**config.mk**
```make
export PLATFORM = sky130hd
export DESIGN_NAME = alu_seq
export DESIGN_NICKNAME = d
export VERILOG_FILES = /design/src/rtl/alu_seq.sv
export SDC_FILE = /design/constraint.sdc
export NUM_CORES = 1
export LEC_CHECK = 0
export BUFFER_PORTS_ARGS = -buffer_cell sky130_fd_sc_hd__buf_2
export CORE_UTILIZATION = 45
export DETAILED_ROUTE_END_ITERATION = 8
export PLACE_DENSITY_LB_ADDON = 0.1
export SYNTH_ARGS = -nofsm -noshare
export SYNTH_HDL_FRONTEND = slang
export SYNTH_SLANG_ARGS = --single-unit
```
**constraint.sdc**
```tcl
create_clock -name clk -period 3.78 [get_ports clk]
set_input_delay 0.189 -clock clk [delete_from_list [all_inputs] [get_ports clk]]
set_output_delay 0.189 -clock clk [all_outputs]
set_load 0.02 [all_outputs]
```
**src/rtl/alu_seq.sv**
```systemverilog
// alu_seq -- handshaked, multi-cycle successor to the combinational ALU.
//
// Operands and a 4-bit opcode arrive over a valid/ready input channel; the
// registered result and flags leave over a valid/ready output channel.
// Logic/arith ops finish in one cycle, shifts iterate one bit per cycle, and
// the optional multiplier iterates shift-add for WIDTH cycles.
//
// Optional feature macro: ALU_MUL_EN (adds op 11 = unsigned multiply).
//
// Ports:
//   clk        rising-edge clock
//   rst        asynchronous reset, active-high
//   in_valid   operand/op presented          in_ready  accepting (IDLE only)
//   in0, in1   operands (shifts use in1[SHW-1:0] as amount)
//   op         0 AND 1 OR 2 ADD 3 SUB 4 SLT 5 NOR 6 SRL 7 SLL 8 SRA 9 SLTU
//              10 XOR 11 MUL (macro) 12-15 illegal
//   out_valid  result held until taken      out_ready consumer takes result
//   out        result
//   of_detect  signed overflow (ADD/SUB)
//   carry      ADD carry-out; SUB no-borrow; MUL high product nonzero
//   zero       out == 0
//   err        illegal opcode
module alu_seq #(
  parameter int WIDTH = 32
) (
  input  logic             clk,
  input  logic             rst,
  input  logic             in_valid,
  output logic             in_ready,
  input  logic [WIDTH-1:0] in0,
  input  logic [WIDTH-1:0] in1,
  input  logic [3:0]       op,
  output logic             out_valid,
  input  logic             out_ready,
  output logic [WIDTH-1:0] out,
  output logic             of_detect,
  output logic             carry,
  output logic             zero,
  output logic             err
);
  localparam int SHW = $clog2(WIDTH);
  localparam int CW  = SHW + 1;  // counter must reach WIDTH for MUL
  localparam int MSB = WIDTH - 1;

  typedef enum logic [3:0] {
    OP_AND = 4'd0, OP_OR  = 4'd1, OP_ADD = 4'd2,  OP_SUB  = 4'd3,
    OP_SLT = 4'd4, OP_NOR = 4'd5, OP_SRL = 4'd6,  OP_SLL  = 4'd7,
    OP_SRA = 4'd8, OP_SLTU = 4'd9, OP_XOR = 4'd10, OP_MUL = 4'd11
  } op_e;

`ifdef ALU_MUL_EN
  typedef enum logic [1:0] {S_IDLE = 2'd0, S_SHIFT = 2'd1, S_MUL = 2'd2, S_DONE = 2'd3} state_e;
`else
  typedef enum logic [1:0] {S_IDLE = 2'd0, S_SHIFT = 2'd1, S_DONE = 2'd3} state_e;
`endif

  state_e           state, state_nxt;
  logic [3:0]       op_q;
  logic [WIDTH-1:0] acc;       // shift operand, or multiplier / product low half
  logic [CW-1:0]    cnt;       // remaining iterations
  logic [WIDTH-1:0] res;
  logic             of_q, carry_q, zero_q, err_q;

  logic             accept, is_shift;
  logic [SHW-1:0]   shamt;
  logic [WIDTH:0]   sum, diff;
  logic [WIDTH-1:0] sc_res, shift_nxt;
  logic             sc_of, sc_carry, sc_err;

  assign accept   = in_valid && in_ready;
  assign shamt    = in1[SHW-1:0];
  assign is_shift = (op == OP_SRL) || (op == OP_SLL) || (op == OP_SRA);
  assign sum      = {1'b0, in0} + {1'b0, in1};
  assign diff     = {1'b0, in0} - {1'b0, in1};

  // Single-cycle result, computed straight from the inputs at accept.
  always_comb begin
    // NOTE: every output of a combinational block gets a default first so no path leaves it unassigned and infers a latch.
    sc_res   = '0;
    sc_of    = 1'b0;
    sc_carry = 1'b0;
    sc_err   = 1'b0;
    case (op)
      OP_AND:  sc_res = in0 & in1;
      OP_OR:   sc_res = in0 | in1;
      OP_NOR:  sc_res = ~(in0 | in1);
      OP_XOR:  sc_res = in0 ^ in1;
      OP_ADD: begin
        sc_res   = sum[WIDTH-1:0];
        sc_carry = sum[WIDTH];
        sc_of    = (in0[MSB] == in1[MSB]) && (sum[MSB] != in0[MSB]);
      end
      OP_SUB: begin
        sc_res   = diff[WIDTH-1:0];
        sc_carry = ~diff[WIDTH];  // 1 = no borrow
        sc_of    = (in0[MSB] != in1[MSB]) && (diff[MSB] != in0[MSB]);
      end
      OP_SLT:  sc_res = {{(WIDTH-1){1'b0}}, $signed(in0) < $signed(in1)};
      OP_SLTU: sc_res = {{(WIDTH-1){1'b0}}, in0 < in1};
      // Only registered as the result when the shift amount is zero.
      OP_SRL, OP_SLL, OP_SRA: sc_res = in0;
      default: sc_err = 1'b1;
    endcase
  end

  // One shift step; SRA re-inserts the MSB, which stays the original sign.
  always_comb begin
    shift_nxt = acc;
    case (op_q)
      OP_SRL:  shift_nxt = acc >> 1;
      OP_SLL:  shift_nxt = acc << 1;
      OP_SRA:  shift_nxt = {acc[MSB], acc[MSB:1]};
      default: ;
    endcase
  end

`ifdef ALU_MUL_EN
  // Shift-add: {hi, acc} shifts right each step, adding the multiplicand
  // into hi whenever the current multiplier bit (acc[0]) is set.
  logic [WIDTH-1:0] mcand, hi;
  logic [WIDTH:0]   madd;
  logic [WIDTH-1:0] mul_lo;
  assign madd   = {1'b0, hi} + (acc[0] ? {1'b0, mcand} : {(WIDTH+1){1'b0}});
  assign mul_lo = {madd[0], acc[MSB:1]};
`endif

  always_ff @(posedge clk or posedge rst) begin
    // NOTE: sequential state uses non-blocking assignments so every register samples pre-edge values.
    if (rst) state <= S_IDLE;
    else     state <= state_nxt;
  end

  always_comb begin
    state_nxt = state;
    case (state)
      S_IDLE:
        if (accept) begin
          if (is_shift && shamt != '0) state_nxt = S_SHIFT;
`ifdef ALU_MUL_EN
          else if (op == OP_MUL)       state_nxt = S_MUL;
`endif
          else                         state_nxt = S_DONE;
        end
      S_SHIFT: if (cnt == CW'(1)) state_nxt = S_DONE;
`ifdef ALU_MUL_EN
      S_MUL:   if (cnt == CW'(1)) state_nxt = S_DONE;
`endif
      S_DONE:  if (out_ready) state_nxt = S_IDLE;
      default: state_nxt = S_IDLE;
    endcase
  end

  always_ff @(posedge clk or posedge rst) begin
    if (rst) begin
      // NOTE: datapath registers are reset too, so outputs read 0 during and right after reset.
      op_q    <= '0;
      acc     <= '0;
      cnt     <= '0;
      res     <= '0;
      of_q    <= 1'b0;
      carry_q <= 1'b0;
      zero_q  <= 1'b0;
      err_q   <= 1'b0;
`ifdef ALU_MUL_EN
      mcand   <= '0;
      hi      <= '0;
`endif
    end else begin
      case (state)
        S_IDLE:
          if (accept) begin
            op_q    <= op;
            acc     <= in0;
            cnt     <= {1'b0, shamt};
            // Iterative ops overwrite these when they finish.
            res     <= sc_res;
            of_q    <= sc_of;
            carry_q <= sc_carry;
            err_q   <= sc_err;
            zero_q  <= (sc_res == '0) && !sc_err;
`ifdef ALU_MUL_EN
            mcand   <= in1;
            hi      <= '0;
            if (op == OP_MUL) cnt <= CW'(WIDTH);
`endif
          end
        S_SHIFT: begin
          acc <= shift_nxt;
          cnt <= cnt - 1'b1;
          if (cnt == CW'(1)) begin
            res     <= shift_nxt;
            zero_q  <= (shift_nxt == '0);
            of_q    <= 1'b0;
            carry_q <= 1'b0;
            err_q   <= 1'b0;
          end
        end
`ifdef ALU_MUL_EN
        S_MUL: begin
          acc <= mul_lo;
          hi  <= madd[WIDTH:1];
          cnt <= cnt - 1'b1;
          if (cnt == CW'(1)) begin
            res     <= mul_lo;
            zero_q  <= (mul_lo == '0);
            carry_q <= |madd[WIDTH:1];
            of_q    <= 1'b0;
            err_q   <= 1'b0;
          end
        end
`endif
        default: ;
      endcase
    end
  end

  assign in_ready  = (state == S_IDLE) && !rst;
  assign out_valid = (state == S_DONE);
  assign out       = out_valid ? res : '0;
  assign of_detect = out_valid && of_q;
  assign carry     = out_valid && carry_q;
  assign zero      = out_valid && zero_q;
  assign err       = out_valid && err_q;

endmodule

```
==> results.sh, run 1 <==
export IMPL_run_status="complete, no violations"
export IMPL_worst_slew_margin_rel_pct=29.12
export IMPL_final_weighted_congestion_in_routability_driven_placement=0.9823
export IMPL_critPathLaunch="in0[8]"
export IMPL_die_h_um=154.7
export IMPL_die_area_um2=23930
export IMPL_routed_wire_length_per_instance_um=22.39
export IMPL_via_per_inst=6.255
export IMPL_worst_clock_skew_ns=0.006656
export IMPL_seqPwrFrac_pct=26.8
export IMPL_htree_num_levels=3
export IMPL_netlist_top_cells_count="sky130_fd_sc_hd__nand2_1 (185), sky130_fd_sc_hd__a21oi_1 (113), sky130_fd_sc_hd__ha_1 (105), sky130_fd_sc_hd__inv_1 (105), sky130_fd_sc_hd__nor2_1 (103)"
export IMPL_placement_cell_area_um2=12610
export IMPL_p_comb_share_pct=56.7
export IMPL_grt_max_degree=59
export IMPL_ys_seq_elements=80
export IMPL_synth_area_leader_cell="sky130_fd_sc_hd__dfrtp_1"
export IMPL_crit_slowest_cell="sky130_fd_sc_hd__a211oi_1"
export IMPL_clock_root_buffer="sky130_fd_sc_hd__clkbuf_16"
export IMPL_power_switching_uw=2704
export IMPL_synth_avg_cell_area_um2=7.240
export IMPL_numPlacedInstances=1977
export IMPL_design_power_total_uw=5761
export IMPL_core_area_um2=22780
export IMPL_synthDistinctLibCells=84
export IMPL_port_buffer_count=109
export IMPL_mappedNetlistNets=1628
export IMPL_fin_util_pct=57.04
export IMPL_antenna_violating_nets_post_route=0
export IMPL_power_share_clock_pct=16.5
export IMPL_cp_data_required_time_ns=4.04
export IMPL_critical_path_cell_chain="buf_2 -> inv_1 -> ha_1 -> nand2b_1 -> a221oi_1 -> a211oi_1 -> a2111oi_1 -> buf_4 -> a211o_2 -> buf_4 -> a211oi_1 -> a21oi_1 -> or2_2 -> or4_1 -> o31ai_2"
export IMPL_share_of_synthesized_registers_carrying_an_async_set_or_reset_pct=100.0
export IMPL_final_cell_count_no_fill=1995
export IMPL_leftover_overflow_at_the_end_of_global_routing=0
export IMPL_max_clock_freq_ghz=0.2753
export IMPL_clock_tree_from_tritoncts="yes"
export IMPL_grtUsageTotal_pct=37.05
export IMPL_drv_slew=0
export IMPL_nets=1856
export IMPL_most_instantiated_library_cell_after_synthesis="sky130_fd_sc_hd__nand2_1"
export IMPL_cap_violations=0
export IMPL_synth_ff_type="sky130_fd_sc_hd__dfrtp_1"
export IMPL_synth_area_um2=10490
export IMPL_setup_violations=0
export IMPL_vdd_ir_drop_max_mv=0.3015
export IMPL_synth_edff_count=0
export IMPL_die_width_um=154.7
export IMPL_leakagePower_uw=0.006441
export IMPL_ports=110
export IMPL_syn_inst=1449
export IMPL_grt_antenna_before_repair=2
export IMPL_worst_hold_path_type="input pin to flop"
export IMPL_worst_endpoint_arrival_ns=3.89
export IMPL_measured_slew_at_the_worst_slew_check_pin_ns=1.062
export IMPL_period_minus_slack_ns=3.632
export IMPL_start_util_pct=46.05
export IMPL_clock_sinks=80
export IMPL_netSwitchingFraction_pct=46.93
export IMPL_synth_sequential_area_ratio_pct=19.08
export IMPL_tritoncts_num_buffers=9
export IMPL_remaining_drc_errors=0
export IMPL_drive_gt1_share_pct=22.77
export IMPL_timing_critical_path_to_type="flop"
export IMPL_timing_final_crit_share_pct=96.08
export IMPL_vias_after_detailed_routing=12478
export IMPL_flow_area_growth_from_synthesis_pct=23.86
export IMPL_drt_first_pass_iters=6
export IMPL_grt_pass1_vias=11580
export IMPL_synthDominantCellAreaShare_pct=19.08
export IMPL_yosys_warning_total=0
export IMPL_rows=55
export IMPL_delay_of_the_slowest_cell_on_the_worst_path_ns=0.73
export IMPL_drt_iter0_drc=1436
export IMPL_synth_top_cells_by_area="sky130_fd_sc_hd__dfrtp_1 (19%), sky130_fd_sc_hd__ha_1 (13%), sky130_fd_sc_hd__a22oi_1 (6.7%), sky130_fd_sc_hd__nand2_1 (6.6%), sky130_fd_sc_hd__a21oi_1 (5.4%)"
export IMPL_cts_buffer_depth=2
export IMPL_clkLatencyLatePin_ns=0.34
export IMPL_route_final_wire_length_um=44680
export IMPL_antenna_cells_inserted=0
export IMPL_worstPathMaxFanout=4
export IMPL_power_per_cell_area_nw_per_um2=443.4
export IMPL_finalHoldViolations=0
export IMPL_intPower_uw=3058
export IMPL_hp_start="out_ready"
export IMPL_grt_pass1_wl_um=67970
export IMPL_design_area_um2=12990
export IMPL_clkTransAtPathRegs_ns=0.06
export IMPL_critical_path_reg2reg_startpoint="state[0]"
export IMPL_worstSetupStartpointType="input pin"
export IMPL_setup_worst_path_class="input pin to flop"
export IMPL_hpwl_after_dpl_um=35330
==> final cells by class <==
class / instances / area [um2]
Inverter: 105 / 395.4
Clock inverter: 6 / 92.59
Clock buffer: 10 / 229.0
Tap cell: 313 / 391.6
Fill cell: 2248 / 9786
Sequential cell: 80 / 2002
Multi-Input combinational cell: 1163 / 7742
Timing Repair Buffer: 318 / 2140
==> critical path, delay by kind of cell <==
family / cells / cell delay, ns
buf+inv: 4 / 0.48
simple gates: 3 / 0.94
fa+ha+maj: 1 / 0.32
compound gates: 7 / 1.94
==> per-layer routing <==
layer	GRT usage [%]	vias to the layer above	routed length [um]
li1	-	5757	-
met5	0	-	13
met2	57.19	665	19120
met1	52.79	5973	20190
met4	10.18	2	1022
met3	6.472	81	4327
==> per-stage QoR <==
step	setup TNS (ns)	hold slack [ns]	setup slack, ns
final	0	0.05426	0.1481
after global routing	-0.05106	0.05709	-0.05106
after CTS	0	0.05387	0.08857
after detailed placement	-0.2595	0.4108	-0.2595
after global placement	-0.1986	0.3991	-0.1986
after floorplan	0	0.2854	0.3395
==> power groups by stage <==
stage	clock network, uW	logic [uW]	registers (uW)
after floorplan	0	2110	1420
after global routing	994	3560	1590
after CTS	953	3200	1530
final	951	3270	1540
after detailed placement	0	3190	1540
after global placement	0	3150	1540
==> final timing paths <==
check	endpoint	slack [ns]	depth (start not counted)
setup / recovery	zero_q	0.15	15
hold / removal	state[0]	0.05	2
setup reg to reg	zero_q	0.52	11
hold reg to reg	carry_q	0.47	2
max in group asynchronous	res[14]	2.82	3
min in group asynchronous	acc[0]	0.08	2
==> kinds of logic (layout without fill, tap and decap cells) <==
kind of cell	Yosys count	count (layout)	share of synthesized area, %
xor gates and xnor gates	37	37	3.089
DFF	80	80	19.08
adders and majority gates	107	107	12.91
muxes	5	5	0.4890
buffers and inverters	206	439	7.753
AOI/OAI and AO/OA	521	521	34.28
and+or+nand+nor	493	493	22.40
==> registers in the layout, summed over array words and instances (netlist names) <==
register and flops:
cnt 6, acc 32, zero_q 1, res 32, of_q 1, op_q 4, carry_q 1, err_q 1
state 2
==> cells in the final DEF (no fill, tap or decap), types with 18 or more instances in the layout <==
cell                        n
sky130_fd_sc_hd__buf_4    207
sky130_fd_sc_hd__nand2_1  185
sky130_fd_sc_hd__a21oi_1  111
sky130_fd_sc_hd__buf_2    109
sky130_fd_sc_hd__ha_1     105
sky130_fd_sc_hd__inv_1    104
sky130_fd_sc_hd__nor2_1    98
sky130_fd_sc_hd__a22oi_1   94
sky130_fd_sc_hd__o21ai_0   93
sky130_fd_sc_hd__dfrtp_1   80
sky130_fd_sc_hd__and3_1    46
sky130_fd_sc_hd__xnor2_1   32
sky130_fd_sc_hd__a221o_1   29
sky130_fd_sc_hd__nand3_1   28
sky130_fd_sc_hd__nor3_1    25
sky130_fd_sc_hd__a21o_1    18
sky130_fd_sc_hd__a31oi_1   18
==> what timing repair did <==
item	4_1_cts	5_1_grt
setup buffers	0	2
resized for setup	0	11
setup endpoints to repair	0	1
hold buffers	0	0
No activity file was read; power rests on OpenSTA's default activity.
==> run 2, diff against run 1 <==
- PLACE_DENSITY_LB_ADDON: 0.1 -> unset
==> results.sh, run 2 (synthesis results as in run 1) <==
export IMPL_critPathLaunch="in1[10]"
export IMPL_reg2reg_depth=11
export IMPL_holdPathEnd="state[0]"
export IMPL_ports=110
export IMPL_seq_area_um2=2002
export IMPL_antenna_violating_nets_post_route=0
export IMPL_run_status="complete, no violations"
export IMPL_setup_worst_path_class="input pin to flop"
export IMPL_worst_hold_path_num_cells=2
export IMPL_routed_wire_length_per_instance_um=21.96
export IMPL_die_width_um=154.7
export IMPL_clkTransAtPathRegs_ns=0.06
export IMPL_timing_final_crit_share_pct=96.54
export IMPL_antenna_cells_inserted=0
export IMPL_die_h_um=154.7
export IMPL_timing_rr_end="zero_q"
export IMPL_cp_data_required_time_ns=4.03
export IMPL_max_clock_freq_ghz=0.2740
export IMPL_finalHoldViolations=0
export IMPL_worst_slew_margin_rel_pct=28.51
export IMPL_htree_num_levels=3
export IMPL_leakagePower_uw=0.006458
export IMPL_cts_buffer_depth=2
export IMPL_busiest_layer="met2"
export IMPL_remaining_drc_errors=0
export IMPL_critical_path_reg2reg_startpoint="state[1]"
export IMPL_tritoncts_num_buffers=9
export IMPL_leftover_overflow_at_the_end_of_global_routing=0
export IMPL_grtUsageTotal_pct=36.39
export IMPL_grt_antenna_before_repair=0
export IMPL_vias_after_detailed_routing=12376
export IMPL_worstPathMaxFanout=5
export IMPL_final_cell_mix="sky130_fd_sc_hd__buf_4 (208), sky130_fd_sc_hd__nand2_1 (185), sky130_fd_sc_hd__a21oi_1 (111)"
export IMPL_grt_use_met1_pct=52.83
export IMPL_grt_pass1_wl_um=66850
export IMPL_whs_ns=0.04231
export IMPL_drv_slew=0
export IMPL_drive_gt1_share_pct=22.85
export IMPL_power_per_cell_area_nw_per_um2=438.2
export IMPL_via_per_inst=6.194
export IMPL_worst_endpoint_arrival_ns=3.90
export IMPL_final_cell_count_no_fill=1998
export IMPL_core_area_um2=22780
export IMPL_final_weighted_congestion_in_routability_driven_placement=0.9822
export IMPL_worst_hold_path_type="input pin to flop"
export IMPL_cap_violations=0
export IMPL_layout_cells_most_common="sky130_fd_sc_hd__buf_4"
export IMPL_measured_slew_at_the_worst_slew_check_pin_ns=1.071
export IMPL_multiInputGateArea_um2=7746
export IMPL_clock_sinks=80
export IMPL_flow_area_growth_from_synthesis_pct=24.13
export IMPL_period_minus_slack_ns=3.649
export IMPL_grt_met3_usage_pct=4.399
export IMPL_grt_max_degree=61
export IMPL_die_area_um2=23930
export IMPL_ff2ff_setup_slack_ns=0.55
export IMPL_clock_tree_from_tritoncts="yes"
export IMPL_port_buffer_count=109
export IMPL_numPlacedInstances=1978
export IMPL_setup_slack_ns=0.1309
export IMPL_placement_cell_area_um2=12640
export IMPL_drt_iter0_drc=1428
export IMPL_worst_clock_skew_ns=0.006712
export IMPL_vdd_ir_drop_max_mv=0.2701
export IMPL_design_area_um2=13020
export IMPL_route_final_wire_length_um=43880
export IMPL_layout_filler_cells=2226
export IMPL_clkLatencyLatePin_ns=0.34
export IMPL_rows=55
export IMPL_worstSetupStartpointType="input pin"
export IMPL_post_place_ws_ns=-0.3845
export IMPL_grt_met2_usage_pct=55.46
export IMPL_grt_pass1_vias=11194
export IMPL_start_util_pct=46.05
export IMPL_timing_critical_path_to_type="flop"
export IMPL_drt_first_pass_iters=5
export IMPL_hpwl_after_dpl_um=34910
export IMPL_hp_start="out_ready"
export IMPL_nets=1859
export IMPL_clock_root_buffer="sky130_fd_sc_hd__clkbuf_16"
export IMPL_setup_violations=0
export IMPL_largest_registers="acc: 32 flops, res: 32 flops, cnt: 6 flops"
export IMPL_post_cts_hold_buffer_count=0
## run 2: critical path: stages
cell and delay, ns:
sky130_fd_sc_hd__buf_2 0.09, sky130_fd_sc_hd__inv_1 0.06, sky130_fd_sc_hd__ha_1 0.35, sky130_fd_sc_hd__or4_1 0.60, sky130_fd_sc_hd__a211oi_1 0.33, sky130_fd_sc_hd__nor3_2 0.08
sky130_fd_sc_hd__buf_4 0.17, sky130_fd_sc_hd__a2111oi_2 0.40, sky130_fd_sc_hd__buf_4 0.18, sky130_fd_sc_hd__o21ai_0 0.17, sky130_fd_sc_hd__nand2b_1 0.15, sky130_fd_sc_hd__mux2i_1 0.18
sky130_fd_sc_hd__o21ai_0 0.14, sky130_fd_sc_hd__or4_1 0.56, sky130_fd_sc_hd__o31ai_2 0.25
## run 2: how the worst max path moves through the flow
stage	to
floorplan	zero_q
global placement	zero_q
detailed placement	zero_q
CTS	zero_q
global route	zero_q
finish	zero_q
## run 2: through the flow
step	util (%)	power (uW)	TNS, ns
finish	57.17	5706	0
global route	57.17	6091	-0.002640
CTS	56.80	5623	0
detailed placement	55.48	4733	-0.5525
global placement	55.48	4686	-0.3374
floorplan	-	3537	0
## run 2: where the power goes
group          internal, uW  leakage (uW)  switching [uW]
combinational          1260       0.00529            2030
clock                   515      0.000147             361
sequential             1230       0.00102             306
## run 2: layout make-up
| type | instances | share of cell area, % |
|---|---|---|
| multi-input cells | 1163 | 59.49 |
| repair buffers | 321 | 16.80 |
| flip-flops and latches | 80 | 15.37 |
| inverters | 105 | 3.036 |
| well taps | 313 | 3.008 |
| clock buffers | 10 | 1.758 |
| clock inverters | 6 | 0.5381 |
## run 2: repair_timing
action | 4_1_cts | 5_1_grt
buffers inserted | 0 | 4
pin swaps | 0 | 3
endpoints found under the hold margin | 0 | 0
setup endpoints to repair | 1 | 1
resized for setup | 1 | 10
## run 2: layer usage
metal	vias to the layer above	routed length, um	share of wire [%]
met5	-	0	0
met4	0	1466	3.3
met3	99	4220	9.6
met2	725	18550	42
met1	5793	19640	45
li1	5759	-	-
==> run 3, diff against run 2 <==
- CORE_ASPECT_RATIO: unset -> 1.1
==> results.sh, run 3 (synthesis results as in run 1) <==
export IMPL_run_status="complete, no violations"
export IMPL_worst_hold_path_type="input pin to async pin"
export IMPL_largest_registers="acc: 32 flops, res: 32 flops, cnt: 6 flops"
export IMPL_clock_tree_from_tritoncts="yes"
export IMPL_worst_clock_skew_ns=0.007959
export IMPL_grtUsageTotal_pct=36.44
export IMPL_grt_pass1_vias=11555
export IMPL_netSwitchingFraction_pct=47.36
export IMPL_drt_first_pass_iters=8
export IMPL_cp_data_required_time_ns=4.03
export IMPL_seq_area_um2=2002
export IMPL_whs_ns=0.04532
export IMPL_post_place_ws_ns=-0.2146
export IMPL_grt_max_degree=55
export IMPL_multiInputGateArea_um2=7705
export IMPL_die_width_um=147.6
export IMPL_clkTransAtPathRegs_ns=0.06
export IMPL_antenna_cells_inserted=0
export IMPL_setup_violations=0
export IMPL_clock_root_buffer="sky130_fd_sc_hd__clkbuf_16"
export IMPL_drive_gt1_share_pct=22.64
export IMPL_core_area_um2=22860
export IMPL_rows=58
export IMPL_setup_slack_ns=0.1797
export IMPL_nets=1862
export IMPL_intPower_uw=2999
export IMPL_layout_cells_most_common="sky130_fd_sc_hd__buf_4"
export IMPL_measured_slew_at_the_worst_slew_check_pin_ns=1.083
export IMPL_htree_num_levels=3
export IMPL_leftover_overflow_at_the_end_of_global_routing=0
export IMPL_power_share_clock_pct=15.5
export IMPL_ports=110
export IMPL_power_per_cell_area_nw_per_um2=440.1
export IMPL_seqPwrFrac_pct=27.0
export IMPL_p_comb_share_pct=57.5
export IMPL_start_util_pct=45.89
export IMPL_vias_after_detailed_routing=12445
export IMPL_setup_worst_path_class="input pin to flop"
export IMPL_flow_area_growth_from_synthesis_pct=23.41
export IMPL_period_minus_slack_ns=3.600
export IMPL_clock_sinks=80
export IMPL_power_switching_uw=2699
export IMPL_final_weighted_congestion_in_routability_driven_placement=1.003
export IMPL_vdd_ir_drop_max_mv=0.3198
export IMPL_route_final_wire_length_um=44080
export IMPL_cap_violations=0
export IMPL_max_clock_freq_ghz=0.2778
export IMPL_worstSetupStartpointType="input pin"
export IMPL_worst_slew_margin_rel_pct=27.73
export IMPL_worstPathMaxFanout=7
export IMPL_finalHoldViolations=0
export IMPL_via_per_inst=6.263
export IMPL_cts_buffer_depth=2
export IMPL_post_cts_hold_buffer_count=0
export IMPL_final_cell_mix="sky130_fd_sc_hd__buf_4 (214), sky130_fd_sc_hd__nand2_1 (185), sky130_fd_sc_hd__a21oi_1 (112)"
export IMPL_die_area_um2=23930
export IMPL_rsz0062_at_grt="false"
export IMPL_antenna_violating_nets_post_route=0
export IMPL_drt_iter0_drc=1187
export IMPL_leakagePower_uw=0.006450
export IMPL_layout_filler_cells=2259
export IMPL_design_power_total_uw=5698
export IMPL_port_buffer_count=109
export IMPL_worst_endpoint_arrival_ns=3.85
export IMPL_drv_slew=0
export IMPL_grt_antenna_before_repair=0
export IMPL_timing_critical_path_to_type="flop"
export IMPL_grt_pass1_wl_um=66710
export IMPL_tritoncts_num_buffers=9
export IMPL_remaining_drc_errors=0
export IMPL_clkLatencyLatePin_ns=0.34
export IMPL_routed_wire_length_per_instance_um=22.18
export IMPL_hpwl_after_dpl_um=35140
export IMPL_timing_final_crit_share_pct=95.25
export IMPL_die_h_um=162.1
[run 3: power groups by stage]
stage | Sequential [uW] | Clock (uW) | Combinational (uW)
2_1_floorplan | 1420 | 0 | 2110
3_3_place_gp | 1540 | 0 | 3170
3_5_place_dp | 1540 | 0 | 3200
4_1_cts | 1530 | 885 | 3220
5_1_grt | 1580 | 918 | 3580
6_report | 1540 | 880 | 3280
[run 3: final timing paths]
kind,from,end,slack [ns],cells after the start
max,in0[13],zero_q,0.18,16
min,rst,res[0],0.05,2
max reg2reg,state[1],zero_q,0.46,11
min reg2reg,carry_q,carry_q,0.47,2
max in group asynchronous,rst,cnt[0],2.85,3
min in group clk,out_ready,state[0],0.05,2
[run 3: repair_timing]
| action | 4_1_cts | 5_1_grt |
|---|---|---|
| buffers inserted | 0 | 2 |
| gates resized for setup | 0 | 3 |
| endpoints found under the setup margin | 0 | 1 |
[run 3: per-layer routing]
| layer | vias to the layer above | global-route usage, % | share of wire (%) |
|---|---|---|---|
| met4 | 0 | 11.34 | 2.9 |
| met1 | 5902 | 50.03 | 43 |
| met2 | 677 | 60.01 | 46 |
| met3 | 96 | 3.624 | 8.5 |
| met5 | - | 0 | 0 |
| li1 | 5770 | - | - |
[run 3: cell type report]
| cell class | count | share of cell area, % |
|---|---|---|
| Multi-Input combinational cell | 1163 | 59.51 |
| Timing Repair Buffer | 324 | 16.78 |
| Sequential cell | 80 | 15.46 |
| Inverter | 105 | 3.054 |
| Tap cell | 300 | 2.899 |
| Clock buffer | 9 | 1.740 |
| Clock inverter | 6 | 0.5509 |
[run 3: metrics by stage]
stage               util [%]  area [um2]  TNS, ns  std cells
CTS                    56.52       12920        0       1985
floorplan                  -       10490        0       1449
global placement       55.23       12620  -0.1788       1970
detailed placement     55.23       12620  -0.2146       1970
finish                 56.63       12950        0       1987
global route           56.63       12950        0       1987
[run 3: worst max-delay path, cell delays in order]
cell	delay [ns]
sky130_fd_sc_hd__buf_2	0.09
sky130_fd_sc_hd__inv_1	0.04
sky130_fd_sc_hd__ha_1	0.38
sky130_fd_sc_hd__or4_1	0.57
sky130_fd_sc_hd__a211oi_1	0.30
sky130_fd_sc_hd__nor3_2	0.13
sky130_fd_sc_hd__buf_4	0.17
sky130_fd_sc_hd__a2111oi_0	0.41
sky130_fd_sc_hd__buf_4	0.19
sky130_fd_sc_hd__nor2_1	0.05
sky130_fd_sc_hd__a221o_1	0.30
sky130_fd_sc_hd__a21oi_1	0.16
sky130_fd_sc_hd__buf_4	0.15
sky130_fd_sc_hd__nand2_1	0.06
sky130_fd_sc_hd__or4_1	0.42
sky130_fd_sc_hd__o31ai_2	0.22
